===== config.mk =====
export PLATFORM = sky130hd
export DESIGN_NAME = icache_resp
export DESIGN_NICKNAME = d
export VERILOG_FILES = /design/src/rtl/drac_pkg.sv /design/src/rtl/icache_tag_data_array.sv /design/src/rtl/icache_resp.sv
export SDC_FILE = /design/constraint.sdc
export NUM_CORES = 1
export LEC_CHECK = 0
export CAP_MARGIN = 20
export CORE_MARGIN = 2
export CORE_UTILIZATION = 32
export DETAILED_ROUTE_END_ITERATION = 6
export PLACE_DENSITY = 0.59
export SYNTH_ARGS = -nofsm -noshare
export SYNTH_HDL_FRONTEND = slang
export SYNTH_SLANG_ARGS = --single-unit

===== constraint.sdc =====
create_clock -name clk_i -period 32.4 [get_ports clk_i]
set_clock_uncertainty 0.05 [all_clocks]
set_input_delay 6.48 -clock clk_i [delete_from_list [all_inputs] [get_ports clk_i]]
set_output_delay 6.48 -clock clk_i [all_outputs]
set_load 0.005 [all_outputs]

===== src/rtl/drac_pkg.sv =====
// Shared fetch/icache types and icache constants.
package drac_pkg;

  localparam int ICACHE_LINE_BYTES = 16;
  localparam int ICACHE_NUM_LINES  = 4;

  typedef logic [127:0] icache_line_t;

  typedef enum logic [1:0] {
    IDLE = 2'd0,
    REQ  = 2'd1,
    WAIT = 2'd2
  } icache_state_t;

  typedef struct packed {
    logic        valid;
    logic [39:0] vaddr;
  } req_cpu_icache_t;

  typedef struct packed {
    logic        valid;
    logic [31:0] data;
    logic        instr_access_fault;
    logic        instr_addr_misaligned;
    logic        instr_page_fault;
  } req_icache_cpu_t;

  function automatic logic [31:0] icache_word_sel(input icache_line_t line, input logic [1:0] off);
    return line[32*int'(off) +: 32];
  endfunction

endpackage


===== src/rtl/icache_tag_data_array.sv =====
// Flop-based tag/data/valid storage for the direct-mapped icache.
// Asynchronous read by index, synchronous write, bulk valid clear.
import drac_pkg::*;

module icache_tag_data_array #(
  parameter int NUM_LINES = 4,
  parameter int TAG_W     = 26,
  localparam int IDX_W    = $clog2(NUM_LINES)
) (
  input  logic              clk_i,
  input  logic              rstn_i,
  input  logic [IDX_W-1:0]  rd_idx,
  output logic              rd_valid,
  output logic [TAG_W-1:0]  rd_tag,
  output icache_line_t      rd_data,
  input  logic              wr_en,
  input  logic [IDX_W-1:0]  wr_idx,
  input  logic [TAG_W-1:0]  wr_tag,
  input  icache_line_t      wr_data,
  input  logic              clr_all
);

  logic [NUM_LINES-1:0] valid_q;
  logic [TAG_W-1:0]     tag_q  [NUM_LINES];
  icache_line_t         data_q [NUM_LINES];

  // Clear wins over a same-cycle write so a flushed line never comes back valid.
  always_ff @(posedge clk_i or negedge rstn_i) begin
    if (!rstn_i) begin
      valid_q <= '0;
    end else if (clr_all) begin
      valid_q <= '0;
    end else if (wr_en) begin
      valid_q[wr_idx] <= 1'b1;
    end
  end

  always_ff @(posedge clk_i) begin
    if (wr_en) begin
      tag_q[wr_idx]  <= wr_tag;
      data_q[wr_idx] <= wr_data;
    end
  end

  assign rd_valid = valid_q[rd_idx];
  assign rd_tag   = tag_q[rd_idx];
  assign rd_data  = data_q[rd_idx];

endmodule


===== src/rtl/icache_resp.sv =====
// Direct-mapped instruction cache responder with single-line refill.
// Optional hit/miss counters under ICACHE_PERF_CNT_EN.
//   state | meaning
//   IDLE  | lookups accepted, responses issued
//   REQ   | refill request held until accepted
//   WAIT  | waiting for the refill beat
import drac_pkg::*;

module icache_resp #(
  parameter int NUM_LINES   = ICACHE_NUM_LINES,
  parameter int LINE_BYTES  = ICACHE_LINE_BYTES,
  parameter int PADDR_WIDTH = 32
) (
  input  logic                   clk_i,
  input  logic                   rstn_i,
  input  req_cpu_icache_t        req_cpu_icache_i,
  output req_icache_cpu_t        req_icache_cpu_o,
  input  logic                   flush_i,
  output logic                   mem_req_valid_o,
  input  logic                   mem_req_ready_i,
  output logic [PADDR_WIDTH-1:0] mem_req_addr_o,
  input  logic                   mem_resp_valid_i,
  input  logic [127:0]           mem_resp_data_i,
  input  logic                   mem_resp_error_i
`ifdef ICACHE_PERF_CNT_EN
  ,
  output logic [31:0]            hit_cnt_o,
  output logic [31:0]            miss_cnt_o
`endif
);

  localparam int OFF_W  = $clog2(LINE_BYTES);
  localparam int IDX_W  = $clog2(NUM_LINES);
  localparam int LINE_W = PADDR_WIDTH - OFF_W;
  localparam int TAG_W  = LINE_W - IDX_W;

  icache_state_t   state_q, state_d;
  req_icache_cpu_t resp_q, resp_d;
  logic [LINE_W-1:0] refill_line_q;
  logic            discard_q;
  logic            miss_start, install, hit_rsp;

  logic [39:0]      vaddr;
  logic             misaligned, addr_fault, hit;
  logic [IDX_W-1:0] idx;
  logic [TAG_W-1:0] tag;
  logic             rd_valid;
  logic [TAG_W-1:0] rd_tag;
  icache_line_t     rd_data;

  assign vaddr      = req_cpu_icache_i.vaddr;
  assign misaligned = |vaddr[1:0];
  assign addr_fault = |vaddr[39:PADDR_WIDTH];
  assign idx        = vaddr[OFF_W +: IDX_W];
  assign tag        = vaddr[PADDR_WIDTH-1 -: TAG_W];
  assign hit        = rd_valid && (rd_tag == tag);

  icache_tag_data_array #(
    .NUM_LINES (NUM_LINES),
    .TAG_W     (TAG_W)
  ) u_array (
    .clk_i    (clk_i),
    .rstn_i   (rstn_i),
    .rd_idx   (idx),
    .rd_valid (rd_valid),
    .rd_tag   (rd_tag),
    .rd_data  (rd_data),
    .wr_en    (install),
    .wr_idx   (refill_line_q[IDX_W-1:0]),
    .wr_tag   (refill_line_q[LINE_W-1 -: TAG_W]),
    .wr_data  (mem_resp_data_i),
    .clr_all  (flush_i)
  );

  always_comb begin
    state_d    = state_q;
    resp_d     = '0;
    miss_start = 1'b0;
    install    = 1'b0;
    hit_rsp    = 1'b0;
    case (state_q)
      IDLE: begin
        if (req_cpu_icache_i.valid) begin
          if (misaligned) begin
            resp_d.valid                 = 1'b1;
            resp_d.instr_addr_misaligned = 1'b1;
          end else if (addr_fault) begin
            resp_d.valid              = 1'b1;
            resp_d.instr_access_fault = 1'b1;
          end else if (hit) begin
            if (!flush_i) begin
              hit_rsp      = 1'b1;
              resp_d.valid = 1'b1;
              resp_d.data  = icache_word_sel(rd_data, vaddr[3:2]);
            end
          end else begin
            state_d    = REQ;
            miss_start = 1'b1;
          end
        end
      end
      REQ: begin
        if (mem_req_ready_i) state_d = WAIT;
      end
      WAIT: begin
        if (mem_resp_valid_i) begin
          state_d = IDLE;
          if (mem_resp_error_i) begin
            // Fault is reported only if fetch is still asking for the failed line.
            if (req_cpu_icache_i.valid && (vaddr[PADDR_WIDTH-1:OFF_W] == refill_line_q)) begin
              resp_d.valid              = 1'b1;
              resp_d.instr_access_fault = 1'b1;
            end
          end else begin
            install = !flush_i && !discard_q;
          end
        end
      end
      default: state_d = IDLE;
    endcase
  end

  always_ff @(posedge clk_i or negedge rstn_i) begin
    if (!rstn_i) begin
      state_q       <= IDLE;
      resp_q        <= '0;
      refill_line_q <= '0;
      discard_q     <= 1'b0;
    end else begin
      state_q <= state_d;
      resp_q  <= resp_d;
      if (miss_start) refill_line_q <= vaddr[PADDR_WIDTH-1:OFF_W];
      if (state_q == IDLE) discard_q <= 1'b0;
      else if (flush_i)    discard_q <= 1'b1;
    end
  end

  assign req_icache_cpu_o = resp_q;
  assign mem_req_valid_o  = (state_q == REQ);
  assign mem_req_addr_o   = {refill_line_q, {OFF_W{1'b0}}};

`ifdef ICACHE_PERF_CNT_EN
  logic [31:0] hit_cnt_q, miss_cnt_q;

  always_ff @(posedge clk_i or negedge rstn_i) begin
    if (!rstn_i) begin
      hit_cnt_q  <= '0;
      miss_cnt_q <= '0;
    end else begin
      if (hit_rsp && (hit_cnt_q != 32'hFFFF_FFFF))     hit_cnt_q  <= hit_cnt_q + 32'd1;
      if (miss_start && (miss_cnt_q != 32'hFFFF_FFFF)) miss_cnt_q <= miss_cnt_q + 32'd1;
    end
  end

  assign hit_cnt_o  = hit_cnt_q;
  assign miss_cnt_o = miss_cnt_q;
`endif

endmodule


==> out/metrics.cfg <==
[global_route]
grt_pass1_wl_um=87800
antenna_found_initial=13
grt_max_degree=147
track_usage=0.140
grt_pass1_vias=13500
grt_overflow=0

[cells_and_area]
layout-drive-gt1-share=0.221
fin_nets=1608
syn_to_final_growth_pct=23.3
insertedDiodeCount=0
stdcell_area_um2=32500
fillCellCount=7271

[synth]
yosys_warnings=0
synth_area_per_cell_um2=22.9
yosys.area.top_type_share=0.702
yosysTopAreaCell=edfxtp_1
syn-cell-area_um2=26400
syn_inst=1151
ys_top_cells_by_area=edfxtp_1 70%, mux4_2 15%, dfrtp_1 6.6%
synth_ff_type=edfxtp_1
async_flop_share=0.102
synth-seq-cells=686
ys_seq_area_frac=0.768
synth_cell_types=47
synthTopCellsByCount=616 x edfxtp_1, 170 x mux4_2, 70 x dfrtp_1
yosysMostFrequentCell=edfxtp_1
synth_edf_count=616

[timing]
setup_ws_ns=22.10
finalHoldViolations=0
grt_setup_unrepaired=no
setup_tns_ns=0
drv_slew=0
worst_slew_pin_slew_ns=1.07
timing.final.crit_period_ns=10.30
fin_crit_sh=0.318
slew_headroom=0.285
max_freq_mhz=97.1
setup_viol=0

[power_and_ir_drop]
seqPwrFrac=0.503
pwr-share-comb=0.044
p_leak_nw=10.8
clkPwrFrac=0.453
power_switching_uw=384
power_switching_share=0.200
intPower_mw=1.53
irDropWorstVdd_mv=0.0432
p_per_area_nw_per_um2=59.0

[critical_path]
cp-end-kind=flop
cp_cell_sequence=buf_8, buf_4, mux4_2, xnor2_1, nand2_1, or4b_1, a211o_1, or4_4, and2b_1
start_kind=primary input
crit_type=in -> reg
critical-path-max-stage-delay_ns=0.84
worst-endpoint-required_ns=32.89
worst_path_max_delay_cell=or4_4
cp.arrival_ns=10.80
rrSetupSlack_ns=28.22
cp_max_fo=79

[clock_tree]
postCtsSetupRepairBufs=0
clockBufferDepth=3
insertion_delay_ns=0.61
cts.htree.levels=3
clock-root-buffer=clkbuf_16
postCtsHoldBufs=0
cts_sinks=686
cts_tree=built
cts_inserted_buffers=77
cts_resized=0
clk_pin_slew_ns=0.06

[floorplanning]
boundaryPins=244
start_util=0.322
num_rows=105
die-height_um=291
die_area_um2=84700
fp.dieW_um=291
core-area_um2=81800

[routing]
ant_nets=0
dr.pass1.iters=5
remaining_drc_errors=0
wl_per_cell_um=22.9
drt_iter0_drc=801
postRouteWirelength_um=58600
vias=12400
vias_per_cell=4.82

[place]
gp_congestion=0.757
dp_hpwl_um=33500
io_buffers=238
detailed_place.area_um2=30000
place_worst_setup_slack_ns=21.30

[job]
drv_cap=0

[hold_path]
min_path_type=reg -> reg

[run_status]
outcome=finished clean

[area by class of cell]
type                    instances  area [µm²]  share of cell area
clock buffers                 103        2110              0.0648
clock inverters                38         440              0.0135
inverters                       5        18.8            0.000577
multi-input cells             409        5840               0.180
flip-flops and latches        686       20200               0.623
well taps                    1070        1340              0.0412
repair buffers                254        2510              0.0773
[state kept, by name, indices dropped and copies added, names as in the netlist]
| register | count |
|---|---|
| discard_q | 1 |
| u_array.valid_q | 4 |
| req_icache_cpu_o | 35 |
| u_array.data_q | 512 |
| state_q | 2 |
| u_array.tag_q | 104 |
| refill_line_q | 28 |
[logic make-up (layout without fill, tap and decap cells)]
family	after synthesis	count (layout)	share of synthesized area
XOR/XNOR	56	56	0.0186
buffers and inverters	60	400	0.0119
flip-flops	686	686	0.768
multiplexers	226	226	0.173
other	1	5	0.000142
AO/OA/AOI/OAI	18	18	0.00546
AND/OR/NAND/NOR	104	104	0.0228
[worst max-delay path, delay by kind of cell]
kind	cells	cell delay, ns
mux	1	0.60
compound gates	1	0.27
xor+xnor	1	0.21
simple gates	4	1.77
buf+inv	2	1.36
[per-stage QoR]
stage / utilization / hold WS [ns] / power, mW / instances
after floorplan: - / 0.407 / 1.02 / 1155
after global placement: 0.366 / 0.422 / 1.07 / 2424
after detailed placement: 0.366 / 0.427 / 1.07 / 2424
after CTS: 0.397 / 0.440 / 1.94 / 2565
after global routing: 0.397 / 0.457 / 1.98 / 2565
final: 0.397 / 0.445 / 1.92 / 2565
[power by group through the flow]
stage | combinational, mW | sequential, mW | clock, mW
3_3_place_gp | 0.0846 | 0.982 | 0
2_1_floorplan | 0.0419 | 0.983 | 0
3_5_place_dp | 0.0859 | 0.983 | 0
6_report | 0.0840 | 0.964 | 0.869
4_1_cts | 0.0862 | 0.964 | 0.891
5_1_grt | 0.0909 | 0.964 | 0.925
[metal layers]
metal  vias to the layer above  GRT usage  routed length (µm)
li1                       5359          -                   -
met1                      6537      0.182               25200
met2                       340      0.228               28400
met3                       114     0.0399                3620
met4                        24     0.0398                1290
met5                         -          0                 160
[cells in the final DEF, fill, tap and decap left out, drive strengths merged, types with 3 or more instances in the layout]
cell	netlist	final
edfxtp	616	616
clkdlybuf4s50	0	233
mux4	178	178
clkbuf	23	104
dfrtp	70	70
nor2b	35	35
xnor2	31	31
mux2	31	31
xor2	25	25
clkinv	0	22
buf	32	20
mux2i	17	17
nor2	15	15
nand4	11	11
inv	5	11
nand2	10	10
nor4	8	8
bufinv	0	8
nand2b	6	6
conb	1	5
nand3	4	4
o21ai	3	3
nor3b	3	3
[path summary, 6_finish.rpt]
check,startpoint,end,depth (start not counted)
max,req_cpu_icache_i[4],req_icache_cpu_o[34],9
min,u_array.valid_q[3],u_array.valid_q[3],2
max reg2reg,state_q[0],u_array.data_q[1][111],7
min reg2reg,u_array.valid_q[3],u_array.valid_q[3],2
max in group asynchronous,rstn_i,req_icache_cpu_o[31],2
min in group asynchronous,rstn_i,req_icache_cpu_o[4],1
Note: power is estimated with default switching activity, not from simulation.
